==> config.mk <==
export PLATFORM = sky130hd
export DESIGN_NAME = booth_radix4_mult
export DESIGN_NICKNAME = d
export VERILOG_FILES = /design/src/rtl/booth_radix4_mult.sv
export SDC_FILE = /design/constraint.sdc
export NUM_CORES = 1
export LEC_CHECK = 0
export ABC_AREA = 1
export CAP_MARGIN = 20
export CORE_ASPECT_RATIO = 0.5
export CORE_MARGIN = 1
export CORE_UTILIZATION = 27
export DETAILED_ROUTE_END_ITERATION = 7
export GPL_ROUTABILITY_DRIVEN = 1
export PLACE_DENSITY_LB_ADDON = 0.3
export SYNTH_ARGS = -nofsm -noshare
export SYNTH_HDL_FRONTEND = slang
export SYNTH_SLANG_ARGS = --single-unit
==> constraint.sdc <==
create_clock -name clock -period 2.8 [get_ports clock]
set_clock_uncertainty 0.15 [all_clocks]
set_input_delay 0.56 -clock clock [delete_from_list [all_inputs] [get_ports clock]]
set_output_delay 0.56 -clock clock [all_outputs]
set_load 0.01 [all_outputs]
==> src/rtl/booth_radix4_mult.sv <==
// Sequential radix-4 Booth multiplier, signed or unsigned operands.
// Optional debug taps enabled with `define BOOTH_RADIX4_DEBUG_EN.
module booth_radix4_mult #(
  parameter int WIDTH = 8
) (
  input  logic               clock,
  input  logic               reset,
  input  logic               in_valid,
  output logic               in_ready,
  input  logic               signed_mode,
  input  logic [WIDTH-1:0]   mpd,
  input  logic [WIDTH-1:0]   mpr,
  output logic               out_valid,
  input  logic               out_ready,
  output logic [2*WIDTH-1:0] res
`ifdef BOOTH_RADIX4_DEBUG_EN
  ,
  output logic [WIDTH-1:0]   dbg_cnt,
  output logic [2*WIDTH+4:0] dbg_p
`endif
);

  localparam int EW = WIDTH + 2;
  localparam int PW = 2 * WIDTH + 5;
  localparam logic [WIDTH-1:0] LAST = WIDTH'(WIDTH / 2 + 1);

  localparam logic [1:0] IDLE = 2'd0;
  localparam logic [1:0] CALC = 2'd1;
  localparam logic [1:0] DONE = 2'd2;

  logic [1:0]       state;
  logic [WIDTH-1:0] cnt;
  logic [PW-1:0]    p;
  logic [EW-1:0]    m;

  logic [EW-1:0]        dm;
  logic signed [PW-1:0] p_sum;
  logic [PW-1:0]        p_nxt;
  logic [EW-1:0]        mpd_x;
  logic [EW-1:0]        mpr_x;

  assign mpd_x = {{2{signed_mode & mpd[WIDTH-1]}}, mpd};
  assign mpr_x = {{2{signed_mode & mpr[WIDTH-1]}}, mpr};

  // Digit multiple kept to EW bits; the bounded accumulator never needs more.
  always_comb begin
    dm = '0;
    unique case (p[2:0])
      3'b001, 3'b010: dm = m;
      3'b011:         dm = {m[EW-2:0], 1'b0};
      3'b100:         dm = -{m[EW-2:0], 1'b0};
      3'b101, 3'b110: dm = -m;
      default:        dm = '0;
    endcase
  end

  // Accumulate above the multiplier window, then shift two bits per digit.
  always_comb begin
    p_sum = $signed(p + {dm, {(PW - EW){1'b0}}});
    p_nxt = p_sum >>> 2;
  end

  always_ff @(posedge clock) begin
    if (reset) begin
      state <= IDLE;
      cnt   <= '0;
      p     <= '0;
      m     <= '0;
      res   <= '0;
    end else begin
      unique case (state)
        IDLE: begin
          if (in_valid) begin
            m     <= mpd_x;
            p     <= {{EW{1'b0}}, mpr_x, 1'b0};
            cnt   <= '0;
            state <= CALC;
          end
        end
        CALC: begin
          if (cnt == LAST) begin
            res   <= p[2*WIDTH:1];
            state <= DONE;
          end else begin
            p   <= p_nxt;
            cnt <= cnt + 1'b1;
          end
        end
        DONE: begin
          if (out_ready) state <= IDLE;
        end
        default: state <= IDLE;
      endcase
    end
  end

  assign in_ready  = (state == IDLE);
  assign out_valid = (state == DONE);

`ifdef BOOTH_RADIX4_DEBUG_EN
  assign dbg_cnt = cnt;
  assign dbg_p   = p;
`endif

endmodule

Word-level counts from Yosys, hierarchy flattened. Cells that the tools add are included.

Register bits after elaboration: 56. Word-level logic and storage cells: 43. Bits of input ports: 21. Output and inout port bits: 18.

Add/sub/neg operators: 4. Reduce and logical (&&, ||, !) cells: 8. Multiplexer cells: 11. Bitwise gates (word level): 2. Eq/ne operators: 13.

Operators by type and width (number): two-way mux 21 bit (2); one-hot mux 21 bit (2 select lines) (1); one-hot mux 10 bit (4 select lines) (1); adder 21 bit (1); negator 10 bit (2); two-way mux 8 bit (2); one-hot mux 8 bit (2 select lines) (1); equality test 3 bit, second input constant (3); adder 8 x 1 -> 8 bit, second input constant (1); equality test 8 x 3 -> 1 bit, second input constant (1); equality test 3 x 2 -> 1 bit, second input constant (2); two-way mux 2 bit (3); != test 2 bit, second input constant (3); one-hot mux 2 bit (3 select lines) (1); AND reduction 3 bit (2); AND reduction 2 bit (2); OR reduction 2 bit (2); equality test 3 x 1 -> 1 bit, second input constant (1); AND 1 bit (2); equality test 2 x 1 -> 1 bit, second input constant (1); equality test 2 bit, second input constant (1); zero test 2 bit (1); != test 2 x 1 -> 1 bit, second input constant (1); nonzero test 2 bit (1).

Depth between registers and ports, before layout. Gate-level depths: netlist of run 1.

Depth after elaboration: 6. Gate-level depth with buffers: 18.

Least setup slack after synthesis of run 1. Ideal clock, no wire load.

Path kind: flip-flop to flip-flop. Start: register m[0]. End: register p[14]. Library setup time: 0.132 ns. Period minus slack after synthesis: 2.549 ns. Cell stages (with the launch flop): 15. Buffers on the path: 0. Slack: 0.251 ns. Arrival: 2.267 ns. Cell sequence: dfxtp_1 inv_1 ha_1 nand3_1 xor2_1 o22ai_1 a21oi_1 o21ai_0 ha_1 nand2_1 o21ai_0 a21oi_1 or2_2 nand3_1 a21oi_1.

Word-level cells in the longest chain between the ends: 5.

Ends and longest elaborated chain: from (decl) (RTL line 34) `logic [EW-1:0] m;`; from (signal assigned) (RTL line 74) `m <= mpd_x;`; negator 10 bit, on equally long branches (RTL line 52, 51); one-hot mux 10 bit (4 select lines) * (RTL line 48) `unique case (p[2:0])`; adder 21 bit * (RTL line 59) `p_sum = $signed(p + {dm, {(PW - EW){1'b0}}});`; two-way mux 21 bit * (RTL line 81) `if (cnt == LAST) begin`; one-hot mux 21 bit (2 select lines) * (RTL line 71) `unique case (state)`; to (signal assigned) (RTL line 75) `p <= {{EW{1'b0}}, mpr_x, 1'b0};`; to (signal assigned) (RTL line 85) `p <= p_nxt;`; to (decl) (RTL line 33) `logic [PW-1:0] p;`.

Every way passes the cells marked *; elsewhere a longest branch is shown, timed or not. The select of a mux whose other input is x is not followed. A chain may end at the register's enable or synchronous reset.

Final worst setup path of run 1.
Start: register m[1]. End: register p[19].

Same word-level chain as after synthesis.

==> impl_metrics.ini, run 1 <==
[cts]
h-tree-depth = 2
cts-buffers-inserted = 5
cts_tree = yes
cts_root_buffer = clkbuf_16
worstSkewPairLatency_ns = 0.30
cts_max_path_buffers = 2
clkSinkCount = 54
clk_pin_slew_worst_paths_ns = 0.08
postCtsHoldBufs = 0

[power]
powerDensity_nw_per_um2 = 482
vdd_drop_max_mv = 0.232
p_leak_nw = 1.45
power_mw = 1.82

[timing]
hold_viol = 0
fmax_ghz = 0.374
slew_violations = 0
relSlewSlack = 0.584
setup_viol = 0
fin_ws_ns = 0.125
fin_setup_tns_ns = 0
fin_crit_sh = 0.955
period_needed_ns = 2.68
max_slew.worst_pin.slew_ns = 0.623

[floorplan]
ioPinCount = 39
die_w_um = 150
core-area_um2 = 10400
initial_utilization = 0.284
die-area_um2 = 11400
core.rowCount = 26
die_y_um = 76.0

[finish]
nNetsFinal = 494
layout_common_cells = nand2_1 (85), dfxtp_1 (51), nor2_1 (42), clkdlybuf4s50_1 (38), inv_1 (37)
syn_to_final_growth_pct = 27.7
layout_commonest_cell = nand2_1
nFillCells = 1106
drive_gt1_frac = 0.139
antenna_cells = 0

[global_routing]
overflow = 0
antenna_found_initial = 0
grt_pass1_wl_mm = 12.5
grt_max_degree = 28
grt.total_usage = 0.139
grt_pass1_vias = 2595

[critical_path]
crit_buf_inv = 3
cp_num_cells = 16
path_cells = inv_2, nand2_1, nor2_4, nand3_1, xor2_2, nor3_1, a211o_1, ha_1, inv_2, o21ai_1, a21boi_0, nand3_1, inv_1, nand3_1, nand3_1, a21oi_1
crit_start = m[1]
critPathLaunchType = flop
cp-end-kind = flop
rrSetupSlack_ns = 0.12
crit_fanout = 5
crit_slowest_cell = dfxtp_1
critPathTopFamily = simple AND/OR/NAND/NOR gates
cp_common_cell = nand3_1
crit_type = reg2reg
reg2reg_depth = 16
cp.required_ns = 2.84
cp_data_arrival_time_ns = 2.71
reg2reg_from = m[1]
slowest_delay_ns = 0.31

[synth]
avgSynthCellArea_um2 = 7.10
synth-simple-area-share = 0.281
synth-compound-area-share = 0.186
netlist_instances = 416
syn_area_um2 = 2950
synth-seq-cells = 54
ys_warn_count = 0
synth_nets = 450
synthMuxAreaShare = 0
synthAdderAreaFrac = 0.0576
synth_top_family_by_area = simple AND/OR/NAND/NOR gates
synthXorXnorAreaFrac = 0.0237
synth_cell_types = 38
seq_area_frac_synth = 0.366

[worst_hold_path]
min_path_cells = 2
hp-class = reg2reg
hp-start = res[5]

[placed_design]
post-place-ws_ns = -0.0372
port_buffers = 38
globalplace.congestion = 0.857
hpwl_mm = 5.45

[drt]
drt_iter0_markers = 166
wl_per_cell_um = 12.4
post-route-drc-count = 0
vias_per_cell = 4.63
drt_pass1_iterations = 4
wirelength_mm = 7.47
ant_nets = 0
via_count = 2781

[flow_run]
drv_cap = 0

[status]
status = complete, no violations
flip-flops by register name, summed over array words and instances (netlist names):
signal,count
res,16
m,9
cnt,8
state,2
p,19
area by class of cell:
class,count,area [um^2],area share
Sequential cell,54,1080,0.288
Clock inverter,3,25.0,0.00663
Clock buffer,5,125,0.0332
Timing Repair Buffer,50,470,0.125
Tap cell,140,175,0.0464
Multi-Input combinational cell,303,1720,0.455
Inverter,46,174,0.0461
routing by layer:
metal | share of wire | GRT usage | wire [um]
met2 | 0.43 | 0.208 | 3220
met1 | 0.49 | 0.191 | 3670
met4 | 0.018 | 0.0606 | 131
met3 | 0.059 | 0.0271 | 441
met5 | 0 | 0 | 0
stage by stage:
stage / cells / hold slack (ns) / utilization / instance area [um^2]
floorplan: 416 / 0.298 / - / 2950
global placement: 589 / 0.309 / 0.335 / 3490
detailed placement: 589 / 0.312 / 0.335 / 3490
CTS: 597 / 0.322 / 0.351 / 3650
global route: 601 / 0.339 / 0.362 / 3770
finish: 601 / 0.321 / 0.362 / 3770
synthesized netlist by cell type, drive strengths merged:
library cell	number	area [um^2]
o21ai	34	170
o22ai	5	31.3
o221ai	2	17.5
nor4	1	21.3
a221o	1	10.0
clkinv	1	5.00
dfxtp	54	1080
o2111ai	1	8.76
nand3b	1	7.51
or2	7	43.8
xnor2	1	8.76
xor2	7	61.3
o211ai	2	15.0
nand3	31	160
nor2	49	223
a22oi	2	15.0
a31oi	10	62.6
ha	12	150
a21oi	39	203
nand4	2	12.5
buf	7	57.6
nor3	6	30.0
inv	45	169
a211o	1	8.76
clkbuf	6	22.5
nand2	87	332
fa	1	20.0
a21boi	1	7.51
timing repair:
action / 4_1_cts / 5_1_grt
setup endpoints to repair: 3 / 5
gates cloned: 0 / 0
gates resized for setup: 3 / 25
pin swaps: 0 / 6
buffers inserted: 0 / 4
power by group:
group / switching [mW] / internal (mW)
combinational: 0.203 / 0.144
clock: 0.308 / 0.337
sequential: 0.0294 / 0.798
total: 0.541 / 1.28
worst paths after layout:
check,endpoint
min reg2reg,res[5]
max,p[19]
max reg2reg,p[19]
min,res[5]
worst min-delay path, delay by kind of cell (launching register included):
| kind | cells | cell delay (ns) |
|---|---|---|
| and+or+nand+nor | 1 | 0.06 |
| DFF | 1 | 0.31 |
| AOI/OAI and AO/OA | 1 | 0.06 |
logic make-up after synthesis:
| kind of cell | Yosys count |
|---|---|
| simple gates | 184 |
| compound gates | 98 |
| buf+inv | 59 |
| flops | 54 |
| fa+ha+maj | 13 |
| xor+xnor | 8 |
(Power assumes the default switching activity.)
==> inputs of run 2 (changes only) <==
--- a/config.mk
+++ b/config.mk
@@ -12,6 +12,7 @@
 export CORE_UTILIZATION = 27
 export DETAILED_ROUTE_END_ITERATION = 7
 export GPL_ROUTABILITY_DRIVEN = 1
+export HOLD_SLACK_MARGIN = 0.08
 export PLACE_DENSITY_LB_ADDON = 0.3
 export SYNTH_ARGS = -nofsm -noshare
 export SYNTH_HDL_FRONTEND = slang
==> constraint.sdc (replaced) <==
create_clock -name clock -period 2.5 [get_ports clock]
set_clock_uncertainty 0.15 [all_clocks]
set_input_delay 0.5 -clock clock [delete_from_list [all_inputs] [get_ports clock]]
set_output_delay 0.5 -clock clock [all_outputs]
set_load 0.01 [all_outputs]
==> impl_metrics.ini, run 2 (same netlist as run 1, synthesis figures left out) <==
[cts]
cts_root_buffer = clkbuf_16
postCtsHoldBufs = 0
cts_tree = yes
h-tree-depth = 2
cts-buffers-inserted = 5
worstSkewPairLatency_ns = 0.30
cts_max_path_buffers = 2
clk_pin_slew_worst_paths_ns = 0.08
clkSinkCount = 54

[drt]
vias_per_cell = 4.66
ant_nets = 0
post-route-drc-count = 0
wirelength_mm = 8.43
drt_pass1_iterations = 4
wl_per_cell_um = 13.0
via_count = 3015
drt_iter0_markers = 121

[finish]
syn_to_final_growth_pct = 45.1
stdcell_count = 647
reg_top3 = p: 19 flops, res: 16 flops, m: 9 flops
layout_common_cells = nand2_1 (78), buf_4 (56), dfxtp_1 (50), nor2_1 (40)
design_area_um2 = 4290
layout_commonest_cell = nand2_1
antenna_cells = 0
top_register = p
largest_reg_flops = 19
nNetsFinal = 540
drive_gt1_frac = 0.262
final_util = 0.412

[timing]
max_slew.worst_pin.slew_ns = 0.476
slew_violations = 0
period_needed_ns = 2.62
fin_setup_tns_ns = -0.422
setup_viol = 6
fin_ws_ns = -0.122
fin_crit_sh = 1.05
rsz0062_at_grt = true
relSlewSlack = 0.682
fmax_ghz = 0.381
hold_viol = 0
hold_slack_ns = 0.332

[critical_path]
cp-end-kind = flop
r2r-end = p[14]
crit_buf_inv = 3
critPathLaunchType = flop
crit_slowest_cell = ha_1
cp.required_ns = 2.54
cp_data_arrival_time_ns = 2.66
path_cells = inv_2, ha_4, buf_6, xnor2_4, a22oi_1, o221ai_1, ha_1, buf_6, nand2_4, o21ai_4, a21oi_4, or2_2, nand3_1, a21oi_1
rrSetupSlack_ns = -0.12
reg2reg_from = m[0]
critPathTopFamily = compound AO/OA/AOI/OAI gates
reg2reg_depth = 14
cp_common_cell = buf_6
slowest_delay_ns = 0.41
crit_fanout = 4
crit_type = reg2reg

[global_routing]
grt_pass1_vias = 2863
grt_pass1_wl_mm = 13.8
grt_max_degree = 26
grt.total_usage = 0.153
antenna_found_initial = 0
overflow = 0

[power]
powerDensity_nw_per_um2 = 533
vdd_drop_max_mv = 0.257
power_mw = 2.28
p_leak_nw = 1.73

[placed_design]
port_buffers = 38
post-place-ws_ns = -0.229
placedCellCount = 627
placed_cell_area_um2 = 3780
globalplace.congestion = 0.900
hpwl_mm = 6.09

[status]
status = complete, but fails checks
violations = negative setup slack

[worst_hold_path]
hp-class = reg2reg
hp-start = res[5]
holdPathEnd = res[5]
min_path_cells = 2

[floorplan]
die-area_um2 = 11400
die_w_um = 150
core.rowCount = 26
ioPinCount = 39
core-area_um2 = 10400
initial_utilization = 0.284
die_y_um = 76.0

[flow_run]
drv_cap = 0
[run 2: cell types whose count changed in the layout (fill, tap and decap cells not counted), sizes merged]
cell,delta
clkinvlp,-1
buf,+46
clkinv,-1
inv,+1
bufinv,+1
[run 2: layout make-up]
cell class                      instances  area (um^2)
Fill cell                            1056         6120
Sequential cell                        54         1090
Tap cell                              140          175
Multi-Input combinational cell        303         1850
Clock inverter                          3         47.5
Timing Repair Buffer                   96          823
Inverter                               46          176
Clock buffer                            5          125
[run 2: tightest hold or removal path: cells and delay by family (launching register included)]
kind | cells | cell delay [ns]
flip-flops | 1 | 0.32
AND/OR/NAND/NOR | 1 | 0.06
AO/OA/AOI/OAI | 1 | 0.06
[run 2: repair_timing]
item | in CTS | in global routing
setup buffers | 6 | 6
pin swaps | 24 | 20
setup endpoints to repair | 6 | 7
gates resized for setup | 38 | 22
[run 2: how the worst max path moves through the flow]
stage,from,endpoint,slack [ns],depth (start not counted)
2_1_floorplan,m[0],p[19],0.03,15
3_3_place_gp,m[1],p[19],-0.15,15
3_5_place_dp,m[1],p[19],-0.23,15
4_1_cts,m[1],p[19],-0.08,15
5_1_grt,m[1],p[19],-0.25,16
6_report,m[0],p[14],-0.12,14
[run 2: routing by layer]
metal  vias to the layer above  wire, um  track usage
met2                        46      3860        0.247
met5                         -         0            0
met3                         5       321       0.0337
li1                       1570         -            -
met4                         0        63       0.0404
met1                      1394      4180        0.206
[run 2: where the power goes]
group	internal [mW]	switching (mW)
registers	0.893	0.0313
clock network	0.481	0.348
logic	0.256	0.273
==> RTL edit (settings of run 1) <==
`WIDTH`: 8 -> 7.
--- a/src/rtl/booth_radix4_mult.sv
+++ b/src/rtl/booth_radix4_mult.sv
@@ -2,5 +2,5 @@
 // Optional debug taps enabled with `define BOOTH_RADIX4_DEBUG_EN.
 module booth_radix4_mult #(
-  parameter int WIDTH = 8
+  parameter int WIDTH = 7
 ) (
   input  logic               clock,
Interface: changed (resized mpd, mpr and res); port bits go from 39 to 35. The function was not compared with the original's and may differ.
==> RTL edit against run 1 <==
- hold slack gained 0.0032 ns
- largest cell class unchanged
- worst setup slack improved by 0.071 ns
- non-clock buffer count is 6 lower
- area after synthesis down 13%
- total power down 6.5%
- die area down 13%
- sequential cell count is 6 lower
- largest power group unchanged
- sequential power is 11% lower
- final area shrank 13%
- routed wire length is 15% lower
==> RTL edit: results (changes against run 1) <==
| Metric | Value |
|---|---|
| Outcome | `completed` |
| Routed len/inst | `12.1 um (-2.4%)` |
| Synth warn | `0 (unchanged)` |
| First-pass GRT wire length | `10800 um (-14%)` |
| Adder and majority gate portion of the synthesized area | `0.0615 (+0.00386)` |
| Initial antenna violation count | `0 (unchanged)` |
| Synth Area in Compound Gates | `0.202 (+0.0160)` |
| Max_slew headroom | `0.728 (+0.144)` |
| Comb pwr share | `0.159 (-0.032)` |
| Syn nets | `395 (-12%)` |
| Post-Synth XOR/XNOR Area | `0.0102 (-0.0135)` |
| Regs by FF count | `p (17), res (14), m (8)` |
| DPL Wire Length | `4770 um (-12%)` |
| First DRT Iteration DRCs | `175 (+5.4%)` |
| Worst slack at placement | `-0.00816 ns (+0.0291 ns)` |
| Total setup buffers inserted after CTS | `0 (unchanged)` |
| Power share of the clock group | `0.411 (+0.056)` |
| Gpl congestion | `0.832 (-2.9%)` |
| CTS resizes | `1 (-2)` |
| Synth area leaders | `dfxtp_1, nand2_1, nor2_1` |
| Hold Path Class | `register to register` |
| Layout Nets | `436 (-12%)` |
| Placed Area | `3070 um^2 (-12%)` |
| Int Power | `0.00124 W (-2.9%)` |
| Placed cell count | `514 (-13%)` |
| Prevailing post-synth register cell | `dfxtp_1` |
| Worst vdd ir | `0.244 mV (+5.0%)` |
| Min-delay src | `p[15]$_SDFFE_PP0P_` |
| Via total after detailed routing | `2446 (-12%)` |
| Vias in the first global route | `2238 (-14%)` |
| IO buf count | `34 (-11%)` |
| Diodes inserted | `0 (unchanged)` |
| DRT Pass-1 Iters | `4 (unchanged)` |
| Total Routing Usage GR | `0.135 (-0.00317)` |
| Lkg Pwr | `1.37 nW (-5.5%)` |
| H-Tree Depth | `2 (unchanged)` |
| Clock buffer count from CTS | `5 (unchanged)` |
| Fin. max-slew vios | `0 (unchanged)` |
| Finished Layout Cells | `523 (-13%)` |
| Highest fanout seen on the critical path | `6 (+1)` |
| Ys async rst share | `0 (unchanged)` |
| Setup crit start | `m[0]$_SDFFE_PP0P_` |
| Register area share after synthesis | `0.375 (+0.00869)` |
| Fraction of layout cells with a size suffix above 1 | `0.0985 (-0.0403)` |
| Yosys cell types | `37 (-2.6%)` |
| Commonest cells post-synth | `nand2_1, dfxtp_1, nor2_1, inv_1, o21ai_0` |
| Flop+latch power | `0.000732 W (-11%)` |
| CP arrival | `2.63 ns (-0.08 ns)` |
| Largest net degree at the start of global routing | `20 (-29%)` |
| Post-Syn Area per Cell | `7.05 um^2 (-0.77%)` |
RTL edit: cell types whose count changed in the layout (fill, tap and decap cells not counted), moves of 3 or more:
cell / run 1 / this run
xor2_1: 5 / 2
nor2_1: 42 / 46
or2_2: 7 / 0
clkdlybuf4s50_1: 38 / 34
o21ai_1: 5 / 2
dfxtp_1: 51 / 47
nor3_1: 4 / 7
o21ai_0: 28 / 32
a21oi_1: 36 / 29
nand3_1: 29 / 16
ha_4: 3 / 0
nand2_1: 85 / 73
RTL edit: worst max-delay path, stage by stage, from the launching register on:
cell,delay (ns)
dfxtp_2,0.34
inv_2,0.05
ha_1,0.20
inv_1,0.09
nor2_4,0.05
nand2_2,0.09
o21ai_0,0.09
o21ai_2,0.08
nor2_1,0.05
a221oi_1,0.20
o21ai_1,0.10
ha_1,0.37
nand2_1,0.10
o21ai_1,0.07
a21o_1,0.16
nand3b_1,0.15
nand3_1,0.07
a21oi_1,0.06
RTL edit: cell type report:
type                            count  area [um^2]
Inverter                           43          161
Tap cell                          117          146
Clock inverter                      3         46.3
Clock buffer                        5          125
Sequential cell                    48          962
Timing Repair Buffer               44          415
Multi-Input combinational cell    263         1410
Fill cell                         932         5680
RTL edit: worst paths after layout:
check             depth (start not counted)            endpoint  slack [ns]
setup / recovery                         17  p[17]$_SDFFE_PP0P_        0.20
hold / removal                            2  p[15]$_SDFFE_PP0P_        0.32
setup reg to reg                         17  p[17]$_SDFFE_PP0P_        0.20
hold reg to reg                           2  p[15]$_SDFFE_PP0P_        0.32
RTL edit: layer usage:
layer / up-vias / global-route usage / wire length (um)
met3: 6 / 0.0210 / 234
met4: 0 / 0.0317 / 63
met1: 1094 / 0.203 / 3410
li1: 1303 / - / -
met2: 43 / 0.201 / 2640
met5: - / 0 / 0
